**config.mk**
```make
export PLATFORM = sky130hd
export DESIGN_NAME = frame_tx_flat
export DESIGN_NICKNAME = d
export VERILOG_FILES = /design/src/rtl/frame_tx_if.sv /design/src/rtl/frame_tx.sv /design/src/flat_wrapper.sv
export SDC_FILE = /design/constraint.sdc
export NUM_CORES = 1
export LEC_CHECK = 0
export BUFFER_PORTS_ARGS = -buffer_cell sky130_fd_sc_hd__buf_2
export CAP_MARGIN = 5
export CORE_MARGIN = 8
export CORE_UTILIZATION = 38
export CTS_CLUSTER_SIZE = 40
export DETAILED_ROUTE_END_ITERATION = 6
export PLACE_DENSITY = 0.5
export RECOVER_POWER = 50
export SYNTH_ARGS = -nofsm -noshare
export SYNTH_HDL_FRONTEND = slang
export SYNTH_SLANG_ARGS = --single-unit
```
**constraint.sdc**
```tcl
create_clock -name clock -period 4.57 [get_ports clock]
set_clock_uncertainty 0.15 [all_clocks]
set_input_delay 0.2285 -clock clock [delete_from_list [all_inputs] [get_ports clock]]
set_output_delay 0.2285 -clock clock [all_outputs]
set_load 0.1 [all_outputs]
```
**src/rtl/frame_tx_if.sv**
```systemverilog
// frame_tx_if: request, payload and framed-output signals of frame_tx
interface frame_tx_if #(
    parameter int DATA_W = 32
);
    logic              req_valid;
    logic [15:0]       req_len;
    logic              req_ready;
    logic              req_err;
    logic              in_valid;
    logic [DATA_W-1:0] in_data;
    logic              in_ready;
    logic              size_valid;
    logic [31:0]       size;
    logic              data_start;
    logic              data_valid;
    logic [DATA_W-1:0] data_out;
    logic              last;

    modport master (
        output req_valid, req_len, in_valid, in_data,
        input  req_ready, req_err, in_ready, size_valid, size, data_start, data_valid, data_out, last
    );

    modport slave (
        input  req_valid, req_len, in_valid, in_data,
        output req_ready, req_err, in_ready, size_valid, size, data_start, data_valid, data_out, last
    );
endinterface

```
**src/rtl/frame_tx.sv**
```systemverilog
// frame_tx: buffers a whole frame, then sends size, data_start and a bubble-free burst ending in last
// FRAME_TX_STATS_EN adds frame_cnt/err_cnt outputs
module frame_tx #(
    parameter int DATA_W = 32,
    parameter int DEPTH  = 16,
    parameter int GAP    = 0
) (
    input  logic       clock,
    input  logic       rst_n,
    frame_tx_if.slave  bus
`ifdef FRAME_TX_STATS_EN
    ,
    output logic [15:0] frame_cnt,
    output logic [7:0]  err_cnt
`endif
);
    localparam int AW = $clog2(DEPTH);
    localparam int LW = AW + 1;

    typedef enum logic [2:0] {IDLE, LOAD, SIZE, WAIT, START, DATA} state_t;

    state_t            state, nxt;
    logic [LW-1:0]     len, cnt;
    logic [3:0]        gcnt;
    logic              err_q;
    logic              req_ok, accept, fin;
    logic [DATA_W-1:0] mem [DEPTH];

    assign req_ok = bus.req_len != 16'd0 && bus.req_len <= 16'(DEPTH);
    assign accept = bus.in_valid && state == LOAD && cnt < len;
    assign fin    = state == DATA && cnt == len - LW'(1);

    always_comb begin
        nxt            = state;
        bus.req_ready  = state == IDLE;
        bus.req_err    = err_q;
        bus.in_ready   = state == LOAD && cnt < len;
        bus.size_valid = state == SIZE;
        bus.size       = state == SIZE ? 32'(len - LW'(1)) : '0;
        bus.data_start = state == START;
        bus.data_valid = state == DATA;
        bus.data_out   = state == DATA ? mem[cnt[AW-1:0]] : '0;
        bus.last       = fin;
        case (state)
            IDLE:    nxt = bus.req_valid && req_ok ? LOAD : IDLE;
            LOAD:    nxt = accept && cnt == len - LW'(1) ? SIZE : LOAD;
            SIZE:    nxt = GAP > 0 ? WAIT : START;
            WAIT:    nxt = gcnt == 4'(GAP - 1) ? START : WAIT;
            START:   nxt = DATA;
            DATA:    nxt = fin ? IDLE : DATA;
            default: nxt = IDLE;
        endcase
    end

    always_ff @(posedge clock or negedge rst_n) begin
        if (!rst_n) begin
            state <= IDLE;
            len   <= '0;
            cnt   <= '0;
            gcnt  <= '0;
            err_q <= 1'b0;
        end else begin
            state <= nxt;
            err_q <= state == IDLE && bus.req_valid && !req_ok;
            if (state == IDLE && bus.req_valid && req_ok) len <= LW'(bus.req_len);
            cnt   <= accept || state == DATA ? cnt + LW'(1) : state == LOAD ? cnt : '0;
            gcnt  <= state == WAIT ? gcnt + 4'd1 : '0;
        end
    end

    always_ff @(posedge clock) begin
        if (accept) mem[cnt[AW-1:0]] <= bus.in_data;
    end

`ifdef FRAME_TX_STATS_EN
    always_ff @(posedge clock or negedge rst_n) begin
        if (!rst_n) begin
            frame_cnt <= '0;
            err_cnt   <= '0;
        end else begin
            if (fin) frame_cnt <= frame_cnt + 16'd1;
            if (err_q && err_cnt != 8'hFF) err_cnt <= err_cnt + 8'd1;
        end
    end
`endif
endmodule

```
**src/flat_wrapper.sv**
```systemverilog
// flat-port wrapper written by rule: the top's interface ports become plain ports
module frame_tx_flat 
#(
    parameter int DATA_W = 32,
    parameter int DEPTH  = 16,
    parameter int GAP    = 0
)
  (clock, rst_n, bus_req_valid, bus_req_len, bus_in_valid, bus_in_data, bus_req_ready, bus_req_err, bus_in_ready, bus_size_valid, bus_size, bus_data_start, bus_data_valid, bus_data_out, bus_last);
  frame_tx_if #(.DATA_W(DATA_W)) bus_i ();
  input  logic clock;
  input  logic rst_n;
  input wire logic [$bits(bus_i.req_valid)-1:0] bus_req_valid;
  input wire logic [$bits(bus_i.req_len)-1:0] bus_req_len;
  input wire logic [$bits(bus_i.in_valid)-1:0] bus_in_valid;
  input wire logic [$bits(bus_i.in_data)-1:0] bus_in_data;
  output wire logic [$bits(bus_i.req_ready)-1:0] bus_req_ready;
  output wire logic [$bits(bus_i.req_err)-1:0] bus_req_err;
  output wire logic [$bits(bus_i.in_ready)-1:0] bus_in_ready;
  output wire logic [$bits(bus_i.size_valid)-1:0] bus_size_valid;
  output wire logic [$bits(bus_i.size)-1:0] bus_size;
  output wire logic [$bits(bus_i.data_start)-1:0] bus_data_start;
  output wire logic [$bits(bus_i.data_valid)-1:0] bus_data_valid;
  output wire logic [$bits(bus_i.data_out)-1:0] bus_data_out;
  output wire logic [$bits(bus_i.last)-1:0] bus_last;
  assign bus_i.req_valid = bus_req_valid;
  assign bus_i.req_len = bus_req_len;
  assign bus_i.in_valid = bus_in_valid;
  assign bus_i.in_data = bus_in_data;
  assign bus_req_ready = bus_i.req_ready;
  assign bus_req_err = bus_i.req_err;
  assign bus_in_ready = bus_i.in_ready;
  assign bus_size_valid = bus_i.size_valid;
  assign bus_size = bus_i.size;
  assign bus_data_start = bus_i.data_start;
  assign bus_data_valid = bus_i.data_valid;
  assign bus_data_out = bus_i.data_out;
  assign bus_last = bus_i.last;
  frame_tx #(.DATA_W(DATA_W), .DEPTH(DEPTH), .GAP(GAP)) u_core (.clock(clock), .rst_n(rst_n), .bus(bus_i));
endmodule
```
==> flow_metrics.tcl <==
set metrics [dict create \
    run_status "completed" \
    drive_gt1_share_pct 32.7 \
    die_area_um2 62900 \
    synthFlopType "edfxtp_1" \
    timing.slew.headroom_pct 2.54 \
    grt_first_pass_wirelength_mm 72.2 \
    clk_root_buffer_cell "clkbuf_16" \
    wire_per_inst_um 26.1 \
    worst_hold_path_type "input pin to flip-flop" \
    filler_cell_count 4604 \
    highest-signal-layer "met4" \
    fin_tns_setup_ns 0 \
    tightestPinTransition_ns 1.46 \
    floorplan.core_area_um2 54800 \
    critical_path.slowest_cell "nand2_1" \
    grt_max_degree 135 \
    final-setup-viol-count 0 \
    drv.max_cap_violation_count 0 \
    clock_tree_from_tritoncts "built" \
    count_of_flip_flops_with_a_built_in_enable_after_synthesis 512 \
    drt_pass1_iterations 5 \
    tritoncts.num_buffers 55 \
    worst_setup_hold_path_clk_slew_ns 0.06 \
    timing.rr.end "u_core.mem[5][4]$_DFFE_PP_" \
    pwr_per_cell_area_nw_per_um2 643 \
    arrival_ns 3.51 \
    area_of_the_mapped_netlist_um2 20900 \
    met2RoutedLength_mm 23.7 \
    detail_placement_hpwl_mm 25.8 \
    drtIter0Drc 802 \
    buffer_ports.inserted 122 \
    synth.avg_cell_area_um2 22.7 \
    clk-insertion-delay-late_ns 0.60 \
    rr_startpoint "u_core.len[2]$_DFFE_PN0P_" \
    finalWeightedCongestion 0.729 \
    cts_max_level 2 \
    cp_top_delay_family "simple AND/OR/NAND/NOR gates" \
    totalWireLength_mm 48.6 \
    timing_max_transition_violations_final 0 \
    fmaxAchievable_mhz 257 \
    hp-start "bus_req_len[10]" \
    antenna_found_initial 2 \
    timing.final.hold_violations 0 \
    asyncSetResetFlopFracSynth_pct 3.40 \
    postLayoutCoreUtil_pct 45.1 \
    grt.overflow.total 0 \
    met1_length_mm 21.7 \
    synthesis.nets 987 \
    worstSetupPathDepth 5 \
    fp-row-count 86 \
    synthDistinctLibCells 45 \
    cts.repair_timing.setup_buffer_count 0 \
    startpoint_class_of_the_critical_path "flip-flop" \
    yosysWarningCount 0 \
    grt_pass1_vias 10600 \
    critPathMostFrequentCell "nor2b_1" \
    clock-sinks 530 \
    vias_per_cell 5.29 \
    mostFrequentLayoutCell "edfxtp_1" \
    postRouteAntennaNets 0 \
    layout.nets 1173 \
    mostFrequentLayoutCells "edfxtp_1, mux4_2, buf_2" \
    cp.required_ns 4.19 \
    critical_path.n_buffers_inverters 2 \
    met3WireLength_mm 2.47 \
    critical_path_cell_by_cell "nor2b_1 -> nand2_1 -> buf_4 -> nor2b_1 -> buf_2" \
    reg2reg_depth 7 \
    timing.final.crit_period_ns 3.89 \
    area_growth_syn_to_layout_pct 18.1 \
    gr-usage-all-layers_pct 15.4 \
    whs_endpoint "u_core.state[0]$_DFF_PN0_" \
    cts_buffer_depth 3 \
    detail_route.drc_violations 0 \
    dieHeight_um 251 \
    yosysSeqAreaShare_pct 75.6 \
    synthesis.instances 924 \
    multi_input_comb_area_um2 4680 \
    total_area_of_sequential_cells_um2 15800 \
    power.ir.vdd_worst_uv 457 \
    total_leakage_power_nw 8.03 \
    worst-r2r-setup-slack_ns 0.81 \
    critical_path.max_stage_delay_ns 0.88 \
    path_class "flip-flop to output pin" \
    period_share_pct 85.2 \
    detailroute.via_count 9853 \
    worst_setup_path_end_kind "output pin" \
    worst_hold_path.num_cells 5 \
    timing.critical_path.fanout_max 23 \
    die_w_um 251 \
    number_of_flip_flops_and_latches_in_the_synthesized_netlist 530 \
    ioPinCount 123 \
    initial_utilization_pct 38.2 \
    rsz_0062_raised_after_global_routing "no" \
]
[repair_timing]
item / in CTS / in global routing
endpoints found under the hold margin: 539 / 0
hold buffers: 47 / 0
resized for setup: 0 / 0
[state kept, by name, indices dropped and copies added, names as in the netlist]
signal,flops
u_core.mem,512
u_core.state,3
u_core.gcnt,4
u_core.cnt,5
u_core.bus.req_err,1
u_core.len,5
[synthesized netlist by cell type, types with 2 or more instances]
cell,n,area (µm²)
xnor2_1,6,52.6
nand3b_1,2,15.0
clkbuf_1,19,71.3
o31ai_1,4,30.0
o21ai_0,2,10.0
nor3b_1,2,15.0
dfrtp_1,18,450
nand2b_1,2,12.5
nor2_1,18,67.6
edfxtp_1,512,15400
buf_2,16,80.1
and3_1,16,100
nor3_1,5,25.0
inv_1,14,52.6
mux2_2,6,67.6
buf_1,9,33.8
mux4_2,160,3600
or4_1,4,30.0
nand3_1,3,15.0
xor2_1,2,17.5
ha_1,11,138
a21oi_1,4,20.0
buf_4,26,195
or3_1,2,12.5
a211oi_1,2,15.0
nor2b_1,35,219
nand2_1,4,15.0
nor4_1,2,12.5
xnor3_1,2,45.0
[cells by family (layout without fill, tap and decap cells)]
logic type	count (synthesis)	after routing	share of synthesized area, %
xor gates and xnor gates	10	10	0.550
AOI/OAI and AO/OA	19	19	0.640
and+or+nand+nor	103	103	2.90
buffers and inverters	85	316	2.12
DFF	530	530	75.6
muxes	166	166	17.5
adders and majority gates	11	11	0.657
other	0	2	0
[metrics by stage]
| stage | hold WS [ns] | area (µm²) | total power [mW] | std cells | setup slack (ns) |
|---|---|---|---|---|---|
| finish | 0.105 | 24700 | 15.9 | 1861 | 0.678 |
| global placement | 0.0487 | 22500 | 11.6 | 1710 | 1.36 |
| global route | 0.0882 | 24700 | 16.5 | 1860 | 0.404 |
| detailed placement | 0.0555 | 22500 | 11.6 | 1710 | 1.27 |
| CTS | 0.0751 | 24800 | 16.1 | 1859 | 0.736 |
| floorplan | -0.217 | 20900 | 10.3 | 924 | 0.878 |
[layer usage]
layer | track usage, % | vias up
li1 | - | 4237
met1 | 21.3 | 5302
met2 | 25.1 | 251
met3 | 3.21 | 63
met4 | 3.29 | 0
met5 | 0 | -
[area by class of cell]
type                       count  area share, %
antenna                        2         0.0202
clock buffer                  65           5.72
clock inverter                37           1.63
inverter                      14          0.213
multi-input combinational    309           18.9
sequential                   530           64.1
tap                          704           3.56
timing repair buffer         200           5.84
[power by group]
| group | leakage [nW] | internal [mW] | switching (mW) | total (mW) |
|---|---|---|---|---|
| logic | 2.32 | 1.87 | 4.04 | 5.91 |
| clock network | 0.883 | 2.66 | 1.86 | 4.52 |
| registers | 4.83 | 5.41 | 0.0503 | 5.46 |
[worst min-delay path: stages]
cell       delay, ns
buf_2           0.07
or4_1           0.12
nand4bb_1       0.16
o21ai_0         0.09
o22a_1          0.15
[how the worst max path moves through the flow]
| stage | start | to | slack, ns |
|---|---|---|---|
| after floorplan | u_core.state[2]$_DFF_PN0_ | bus_size[10] | 0.88 |
| after global placement | u_core.len[2]$_DFFE_PN0P_ | u_core.mem[9][1]$_DFFE_PP_ | 1.36 |
| after detailed placement | u_core.len[2]$_DFFE_PN0P_ | u_core.mem[9][1]$_DFFE_PP_ | 1.27 |
| after CTS | u_core.cnt[0]$_DFFE_PN0P_ | bus_data_out[12] | 0.74 |
| after global routing | u_core.state[0]$_DFF_PN0_ | bus_data_out[6] | 0.40 |
| final | u_core.state[0]$_DFF_PN0_ | bus_data_out[6] | 0.68 |
(Power assumes the default switching activity.)
